`src/rtl/prog_mem_loader_if.sv`:
```
// prog_mem_loader_if
//   Bundles the fetch port, direct write port and streaming load port of
//   the instruction memory.
//   The slave modport is the memory side.
//   The master modport is the core or loader side.
//
// Signals:
//   fetch_en / fetch_addr              fetch request and address
//   fetch_data / fetch_valid           registered fetch result
//   stall                              memory busy (clearing or loading)
//   wr_en / wr_addr / wr_data          direct single-word write
//   load_start / load_base / load_len  start of a streaming load
//   load_abort                         terminate an active load
//   load_valid / load_data             load beat handshake (master side)
//   load_ready                         load beat handshake (slave side)
//   load_done                          one-cycle completion pulse
interface prog_mem_loader_if #(
    parameter int DATA_W = 16,
    parameter int ADDR_W = 6
);
    logic              fetch_en;
    logic [ADDR_W-1:0] fetch_addr;
    logic [DATA_W-1:0] fetch_data;
    logic              fetch_valid;
    logic              stall;
    logic              wr_en;
    logic [ADDR_W-1:0] wr_addr;
    logic [DATA_W-1:0] wr_data;
    logic              load_start;
    logic [ADDR_W-1:0] load_base;
    logic [ADDR_W:0]   load_len;
    logic              load_abort;
    logic              load_valid;
    logic [DATA_W-1:0] load_data;
    logic              load_ready;
    logic              load_done;

    modport slave (
        input  fetch_en, fetch_addr, wr_en, wr_addr, wr_data,
               load_start, load_base, load_len, load_abort,
               load_valid, load_data,
        output fetch_data, fetch_valid, stall, load_ready, load_done
    );

    modport master (
        output fetch_en, fetch_addr, wr_en, wr_addr, wr_data,
               load_start, load_base, load_len, load_abort,
               load_valid, load_data,
        input  fetch_data, fetch_valid, stall, load_ready, load_done
    );
endinterface

```
`src/rtl/prog_mem_loader.sv`:
```
// prog_mem_loader
//   This is the instruction memory for the CPU. It has the following ports:
//   - a registered fetch port
//   - a direct single-word write port
//   - a streaming program-load port (valid/ready, auto-incrementing
//     address, length-counted)
//
//   An optional clear sweep zeroes every word after reset.
//   While a clear or load is running, stall is held high so the core
//   never fetches a partly written program.
//
// Ports:
//   clk  clock
//   rst  synchronous active-high reset
//   bus  prog_mem_loader_if.slave
//        (fetch, direct write and load signals)
module prog_mem_loader #(
    parameter int DATA_W         = 16,
    parameter int ADDR_W         = 6,
    parameter bit CLEAR_ON_RESET = 1'b0
) (
    input  logic                  clk,
    input  logic                  rst,
    prog_mem_loader_if.slave      bus
);
    localparam int              DEPTH     = 1 << ADDR_W;
    localparam logic [ADDR_W:0] DEPTH_LEN = (ADDR_W+1)'(DEPTH);

    typedef enum logic [1:0] {IDLE, CLEAR, LOAD} state_t;

    localparam state_t RESET_STATE = CLEAR_ON_RESET ? CLEAR : IDLE;

    state_t            state, state_nx;
    logic [DATA_W-1:0] mem [DEPTH];
    logic [ADDR_W-1:0] clr_ptr, clr_ptr_nx;
    logic [ADDR_W-1:0] ptr, ptr_nx;
    logic [ADDR_W:0]   remaining, remaining_nx;
    logic [ADDR_W:0]   len_clamped;
    logic              done_nx;
    logic              mem_we;
    logic [ADDR_W-1:0] mem_waddr;
    logic [DATA_W-1:0] mem_wdata;
    logic [DATA_W-1:0] fetch_data_q;
    logic              fetch_valid_q;
    logic              load_done_q;

    // Lengths larger than the memory would only rewrite the same words.
    // Clamp them to one full pass.
    assign len_clamped = (bus.load_len > DEPTH_LEN) ? DEPTH_LEN : bus.load_len;

    assign bus.stall       = (state != IDLE);
    assign bus.load_ready  = (state == LOAD);
    assign bus.fetch_data  = fetch_data_q;
    assign bus.fetch_valid = fetch_valid_q;
    assign bus.load_done   = load_done_q;

    // Next-state logic.
    // All memory writes go through the single write port selected here.
    always_comb begin
        state_nx     = state;
        clr_ptr_nx   = clr_ptr;
        ptr_nx       = ptr;
        remaining_nx = remaining;
        done_nx      = 1'b0;
        mem_we       = 1'b0;
        mem_waddr    = '0;
        mem_wdata    = '0;
        case (state)
            IDLE: begin
                if (bus.wr_en) begin
                    mem_we    = 1'b1;
                    mem_waddr = bus.wr_addr;
                    mem_wdata = bus.wr_data;
                end
                // load_start takes priority over a simultaneous load_abort.
                // An abort only has meaning inside LOAD.
                if (bus.load_start) begin
                    ptr_nx       = bus.load_base;
                    remaining_nx = len_clamped;
                    if (len_clamped == '0) begin
                        done_nx = 1'b1;
                    end else begin
                        state_nx = LOAD;
                    end
                end
            end
            CLEAR: begin
                mem_we     = 1'b1;
                mem_waddr  = clr_ptr;
                clr_ptr_nx = clr_ptr + 1'b1;
                if (&clr_ptr) begin
                    state_nx = IDLE;
                end
            end
            LOAD: begin
                // An abort wins over a beat presented in the same cycle.
                if (bus.load_abort) begin
                    state_nx = IDLE;
                end else if (bus.load_valid) begin
                    mem_we       = 1'b1;
                    mem_waddr    = ptr;
                    mem_wdata    = bus.load_data;
                    ptr_nx       = ptr + 1'b1;
                    remaining_nx = remaining - 1'b1;
                    if (remaining == (ADDR_W+1)'(1)) begin
                        state_nx = IDLE;
                        done_nx  = 1'b1;
                    end
                end
            end
            default: state_nx = IDLE;
        endcase
    end

    // State, pointers and the registered fetch port.
    // Outside IDLE the fetch port returns a zero word (a NOP) so that
    // nothing stale reaches the core.
    always_ff @(posedge clk) begin
        if (rst) begin
            state         <= RESET_STATE;
            clr_ptr       <= '0;
            ptr           <= '0;
            remaining     <= '0;
            fetch_data_q  <= '0;
            fetch_valid_q <= 1'b0;
            load_done_q   <= 1'b0;
        end else begin
            state       <= state_nx;
            clr_ptr     <= clr_ptr_nx;
            ptr         <= ptr_nx;
            remaining   <= remaining_nx;
            load_done_q <= done_nx;
            if (state == IDLE) begin
                fetch_valid_q <= bus.fetch_en;
                if (bus.fetch_en) begin
                    fetch_data_q <= mem[bus.fetch_addr];
                end
            end else begin
                fetch_valid_q <= 1'b0;
                fetch_data_q  <= '0;
            end
        end
    end

    // The storage array is kept without reset so it maps onto RAM.
    // A fetch in the same cycle as a write sees the old word (read-first).
    // Writes are suppressed while reset is asserted, so a beat presented
    // alongside reset is dropped together with the load.
    always_ff @(posedge clk) begin
        if (mem_we && !rst) begin
            mem[mem_waddr] <= mem_wdata;
        end
    end
endmodule
```
`src/flat_wrapper.sv`:
```
// flat-port wrapper written by rule: the top's interface ports become plain ports
module prog_mem_loader_flat 
#(
    parameter int DATA_W         = 16,
    parameter int ADDR_W         = 6,
    parameter bit CLEAR_ON_RESET = 1'b0
)
  (clk, rst, bus_fetch_en, bus_fetch_addr, bus_wr_en, bus_wr_addr, bus_wr_data, bus_load_start, bus_load_base, bus_load_len, bus_load_abort, bus_load_valid, bus_load_data, bus_fetch_data, bus_fetch_valid, bus_stall, bus_load_ready, bus_load_done);
  prog_mem_loader_if #(.DATA_W(DATA_W), .ADDR_W(ADDR_W)) bus_i ();
  input  logic clk;
  input  logic rst;
  input wire logic [$bits(bus_i.fetch_en)-1:0] bus_fetch_en;
  input wire logic [$bits(bus_i.fetch_addr)-1:0] bus_fetch_addr;
  input wire logic [$bits(bus_i.wr_en)-1:0] bus_wr_en;
  input wire logic [$bits(bus_i.wr_addr)-1:0] bus_wr_addr;
  input wire logic [$bits(bus_i.wr_data)-1:0] bus_wr_data;
  input wire logic [$bits(bus_i.load_start)-1:0] bus_load_start;
  input wire logic [$bits(bus_i.load_base)-1:0] bus_load_base;
  input wire logic [$bits(bus_i.load_len)-1:0] bus_load_len;
  input wire logic [$bits(bus_i.load_abort)-1:0] bus_load_abort;
  input wire logic [$bits(bus_i.load_valid)-1:0] bus_load_valid;
  input wire logic [$bits(bus_i.load_data)-1:0] bus_load_data;
  output wire logic [$bits(bus_i.fetch_data)-1:0] bus_fetch_data;
  output wire logic [$bits(bus_i.fetch_valid)-1:0] bus_fetch_valid;
  output wire logic [$bits(bus_i.stall)-1:0] bus_stall;
  output wire logic [$bits(bus_i.load_ready)-1:0] bus_load_ready;
  output wire logic [$bits(bus_i.load_done)-1:0] bus_load_done;
  assign bus_i.fetch_en = bus_fetch_en;
  assign bus_i.fetch_addr = bus_fetch_addr;
  assign bus_i.wr_en = bus_wr_en;
  assign bus_i.wr_addr = bus_wr_addr;
  assign bus_i.wr_data = bus_wr_data;
  assign bus_i.load_start = bus_load_start;
  assign bus_i.load_base = bus_load_base;
  assign bus_i.load_len = bus_load_len;
  assign bus_i.load_abort = bus_load_abort;
  assign bus_i.load_valid = bus_load_valid;
  assign bus_i.load_data = bus_load_data;
  assign bus_fetch_data = bus_i.fetch_data;
  assign bus_fetch_valid = bus_i.fetch_valid;
  assign bus_stall = bus_i.stall;
  assign bus_load_ready = bus_i.load_ready;
  assign bus_load_done = bus_i.load_done;
  prog_mem_loader #(.DATA_W(DATA_W), .ADDR_W(ADDR_W), .CLEAR_ON_RESET(CLEAR_ON_RESET)) u_core (.clk(clk), .rst(rst), .bus(bus_i));
endmodule
```
`config.mk`:
```
export PLATFORM = sky130hd
export DESIGN_NAME = prog_mem_loader_flat
export DESIGN_NICKNAME = d
export VERILOG_FILES = /design/src/rtl/prog_mem_loader_if.sv /design/src/rtl/prog_mem_loader.sv /design/src/flat_wrapper.sv
export SDC_FILE = /design/constraint.sdc
export NUM_CORES = 1
export LEC_CHECK = 0
export CAP_MARGIN = 0
export CORE_AREA = 2 2 351 353
export DETAILED_ROUTE_END_ITERATION = 10
export DIE_AREA = 0 0 353 355
export PLACE_DENSITY_LB_ADDON = 0.12
export SETUP_SLACK_MARGIN = 0.1
export SLEW_MARGIN = 0
export SYNTH_ARGS = -nofsm -noshare
export SYNTH_HDL_FRONTEND = slang
export SYNTH_SLANG_ARGS = --single-unit
export TNS_END_PERCENT = 30
```
`constraint.sdc`:
```
create_clock -name clk -period 8.15 [get_ports clk]
set_clock_uncertainty 0.2 [all_clocks]
set_input_delay 2.0375 -clock clk [delete_from_list [all_inputs] [get_ports clk]]
set_output_delay 2.0375 -clock clk [all_outputs]
set_load 0.1 [all_outputs]
```
==> impl_metrics.xml <==
<?xml version="1.0" encoding="UTF-8"?>
<metrics>
  <group name="outcome">
    <metric name="outcome" unit="">finished, final reports clean</metric>
  </group>
  <group name="global_routing">
    <metric name="antenna_found_initial" unit="">5</metric>
    <metric name="grt_first_pass_wirelength" unit="um">160000</metric>
    <metric name="grt_pass1_vias" unit="">20800</metric>
    <metric name="global_route.usage.total" unit="%">17.9</metric>
    <metric name="grt-ovfl-total" unit="">0</metric>
    <metric name="largest_net_degree_at_the_start_of_global_routing" unit="">85</metric>
  </group>
  <group name="critical_path">
    <metric name="crit_slowest_cell" unit="">nor2b_2</metric>
    <metric name="setup.reg_to_reg.worst_slack" unit="ns">4.72</metric>
    <metric name="timing.critical_path.cells" unit="">buf_2, buf_4, and2_1, nor2b_2, a221oi_2, a31oi_1, or3_1</metric>
    <metric name="critPathMaxFanout" unit="">18</metric>
    <metric name="r2r.worst_path.cells" unit="">7</metric>
    <metric name="timing.setup.critical_path_class" unit="">input pin to flop</metric>
    <metric name="worstSetupEndpointType" unit="">flop</metric>
    <metric name="worst_path_dominant_cell_family" unit="">simple AND/OR/NAND/NOR gates</metric>
    <metric name="cp_data_arrival_time" unit="ns">5.89</metric>
    <metric name="cp.buffers_inverters" unit="">2</metric>
    <metric name="timing.rr.end" unit="">u_core.mem[57][13]</metric>
    <metric name="slowest_delay" unit="ns">1.19</metric>
    <metric name="critical_path_required" unit="ns">8.56</metric>
    <metric name="startpoint_type" unit="">input pin</metric>
    <metric name="worst_reg2reg_startpoint" unit="">u_core.state[1]</metric>
  </group>
  <group name="clock_network">
    <metric name="clockRootBuffer" unit="">clkbuf_16</metric>
    <metric name="clock_pin_slew_on_the_worst_setup_and_hold_paths" unit="ns">0.06</metric>
    <metric name="clock_tree.htree_level_count" unit="">3</metric>
    <metric name="hold_buffers" unit="">0</metric>
    <metric name="tritoncts_clock_tree" unit="">yes</metric>
    <metric name="cts-root-to-sink-buffers" unit="">3</metric>
    <metric name="clk-insertion-delay-late" unit="ns">0.69</metric>
    <metric name="post_cts_buffers" unit="">0</metric>
    <metric name="cts_inserted_buffers" unit="">111</metric>
    <metric name="clock_net_sink_count" unit="">1056</metric>
    <metric name="cts_repair_resize_count" unit="">0</metric>
  </group>
  <group name="synthesis">
    <metric name="synth.net_count" unit="">2083</metric>
    <metric name="synth_seq_cells" unit="">1056</metric>
    <metric name="synth-compound-area-share" unit="%">4.85</metric>
    <metric name="yosysUniqueCellTypes" unit="">54</metric>
    <metric name="synthDominantAreaCellType" unit="">edfxtp_1</metric>
    <metric name="post_synth_xor_area_fraction" unit="%">0.0213</metric>
    <metric name="portion_of_netlist_area_occupied_by_mux_cells" unit="%">14.3</metric>
    <metric name="synth-adder-area-share" unit="%">0.0914</metric>
    <metric name="netlist_instances" unit="">2016</metric>
    <metric name="synth_top_cell_area_share" unit="%">74.9</metric>
    <metric name="syn-mean-instance-area" unit="um2">20.4</metric>
    <metric name="combinational_family_with_the_most_area_after_synthesis" unit="">multiplexers</metric>
    <metric name="postSynth.topFlopCell" unit="">edfxtp_1</metric>
    <metric name="ys_warn_count" unit="">0</metric>
    <metric name="synthMostInstantiatedCell" unit="">edfxtp_1</metric>
    <metric name="netlist_area" unit="um2">41100</metric>
    <metric name="post_synth_and_or_nand_nor_area_fraction" unit="%">2.76</metric>
    <metric name="netlist_top_cells_count" unit="">1024 x edfxtp_1, 170 x mux4_2, 146 x mux2i_1</metric>
    <metric name="synth_edf_count" unit="">1024</metric>
    <metric name="async_flop_share" unit="%">0</metric>
    <metric name="ys_seq_area_share" unit="%">76.4</metric>
    <metric name="synth.area.top_cells" unit="">edfxtp_1 75%, mux4_2 9.3%, mux2i_1 3.6%</metric>
  </group>
  <group name="hold_path">
    <metric name="worst_hold_path_type" unit="">flop to flop</metric>
    <metric name="timing.hold.worst_path_depth" unit="">2</metric>
    <metric name="timing.hold.worst_endpoint" unit="">u_core.remaining[6]</metric>
    <metric name="worst_hold_startpoint" unit="">u_core.remaining[6]</metric>
  </group>
  <group name="power_and_ir_drop">
    <metric name="areal_power_density_over_the_cells" unit="nW/um2">245</metric>
    <metric name="p_total" unit="W">0.0117</metric>
    <metric name="max-vdd-ir-drop" unit="mV">0.149</metric>
    <metric name="total_leakage_power" unit="nW">15.2</metric>
  </group>
  <group name="place">
    <metric name="dp_hpwl" unit="um">69300</metric>
    <metric name="gp_routability_congestion" unit="">0.822</metric>
    <metric name="place.port_buffers" unit="">83</metric>
  </group>
  <group name="floorplan">
    <metric name="floorplan.initialDensity" unit="%">33.8</metric>
    <metric name="die-area" unit="um2">125000</metric>
    <metric name="die_x" unit="um">353</metric>
    <metric name="die_span_y" unit="um">355</metric>
    <metric name="core_area" unit="um2">121000</metric>
    <metric name="num_rows" unit="">128</metric>
    <metric name="io-pin-count" unit="">84</metric>
  </group>
  <group name="timing">
    <metric name="final_max_slew_viol_count" unit="">0</metric>
    <metric name="final.hold.worst_slack" unit="ns">0.310</metric>
    <metric name="fin_setup_tns" unit="ns">0</metric>
    <metric name="timing.max_slew.rel_slack" unit="%">9.55</metric>
    <metric name="setup_repair_after_global_routing_missed_its_margin" unit="">false</metric>
    <metric name="setup_viol" unit="">0</metric>
    <metric name="min_period_over_period" unit="%">67.3</metric>
    <metric name="period_minus_slack" unit="ns">5.48</metric>
    <metric name="hold_viol_final" unit="">0</metric>
    <metric name="worst_slew_pin_slew" unit="ns">1.35</metric>
    <metric name="maximum_achievable_frequency" unit="GHz">0.182</metric>
  </group>
  <group name="final_layout">
    <metric name="final_core_util" unit="%">39.3</metric>
    <metric name="drive_gt1_share" unit="%">20.8</metric>
    <metric name="syn2layout_area_growth" unit="%">16.2</metric>
    <metric name="nets" unit="">2258</metric>
    <metric name="n_fill_cell" unit="">11100</metric>
  </group>
  <group name="routing">
    <metric name="first_pass_iters" unit="">5</metric>
    <metric name="routed_wirelength" unit="um">113000</metric>
    <metric name="drt-vias-per-instance" unit="">5.22</metric>
    <metric name="route.antenna.remaining_nets" unit="">0</metric>
    <metric name="remaining_drc_errors" unit="">0</metric>
    <metric name="num_vias" unit="">20400</metric>
    <metric name="drt_iter0_markers" unit="">1928</metric>
    <metric name="routed_wire_length_per_instance" unit="um">29.0</metric>
  </group>
  <group name="flow_run">
    <metric name="maxCapViolCount" unit="">0</metric>
  </group>
</metrics>
## routing by layer
metal / GRT usage, % / vias to the layer above / part of all wire [%]
li1: - / 8777 / -
met1: 25.2 / 11000 / 45
met2: 29.3 / 492 / 48
met3: 2.38 / 135 / 4.2
met4: 5.15 / 2 / 2.4
met5: 0 / - / 0.0088
## area by class of cell
class	instances	area, um2	share of cell area (%)
sequential	1056	31400	65.8
clock inverter	67	648	1.36
multi-input combinational	835	9110	19.1
timing repair buffer	184	1640	3.45
inverter	3	11.3	0.0236
tap	1625	2030	4.26
clock buffer	134	2860	6.00
antenna	2	5.00	0.0105
## kinds of logic after synthesis
family	after synthesis
compound gates	260
xor+xnor	1
fa+ha+maj	3
buf+inv	125
flops	1056
mux	340
simple gates	231
## metrics by stage
stage,worst slack (ns),std cells,area [um2]
floorplan,3.61,2016,41100
global placement,2.01,3703,44200
detailed placement,1.98,3703,44200
CTS,2.70,3904,47700
global route,2.59,3904,47700
finish,2.67,3906,47700
## worst max path at each step
stage | startpoint | to | slack [ns] | cells past startpoint
after global placement | bus_fetch_addr[3] | u_core.bus.fetch_data[13] | 2.01 | 7
after detailed placement | bus_fetch_addr[3] | u_core.bus.fetch_data[11] | 1.98 | 7
after global routing | bus_fetch_addr[3] | u_core.bus.fetch_data[12] | 2.59 | 7
after CTS | bus_fetch_addr[3] | u_core.bus.fetch_data[9] | 2.70 | 7
after floorplan | bus_wr_en | u_core.mem[0][0] | 3.61 | 6
final | bus_fetch_addr[3] | u_core.bus.fetch_data[4] | 2.67 | 7
## sequential cells by signal, summed over array words and instances, names as in the netlist
register                cells
u_core.bus.load_done        1
u_core.remaining            7
u_core.state                1
u_core.bus.fetch_valid      1
u_core.mem               1024
u_core.ptr                  6
u_core.bus.fetch_data      16
## cells in the final DEF (no fill, tap or decap), types with 40 or more instances in the layout
| master | instances |
|---|---|
| clkdlybuf4s50_1 | 80 |
| clkbuf_16 | 111 |
| a22oi_1 | 115 |
| mux4_2 | 170 |
| nand3_1 | 40 |
| nand2_1 | 40 |
| nor2_1 | 75 |
| mux2i_1 | 146 |
| buf_4 | 97 |
| edfxtp_1 | 1024 |
## worst register-to-register path, cell delays in order, from the launching register on
cell,delay (ns)
dfxtp_1,0.38
and3b_1,0.21
buf_4,0.23
a22oi_1,0.22
nor3b_1,0.48
nand2_1,0.74
nor2_1,0.29
buf_4,0.31
## power breakdown
part	internal, W	switching [W]
Sequential	0.00601	0.0000221
Clock	0.00287	0.00208
Combinational	0.000222	0.000486
(Power assumes the default switching activity.)
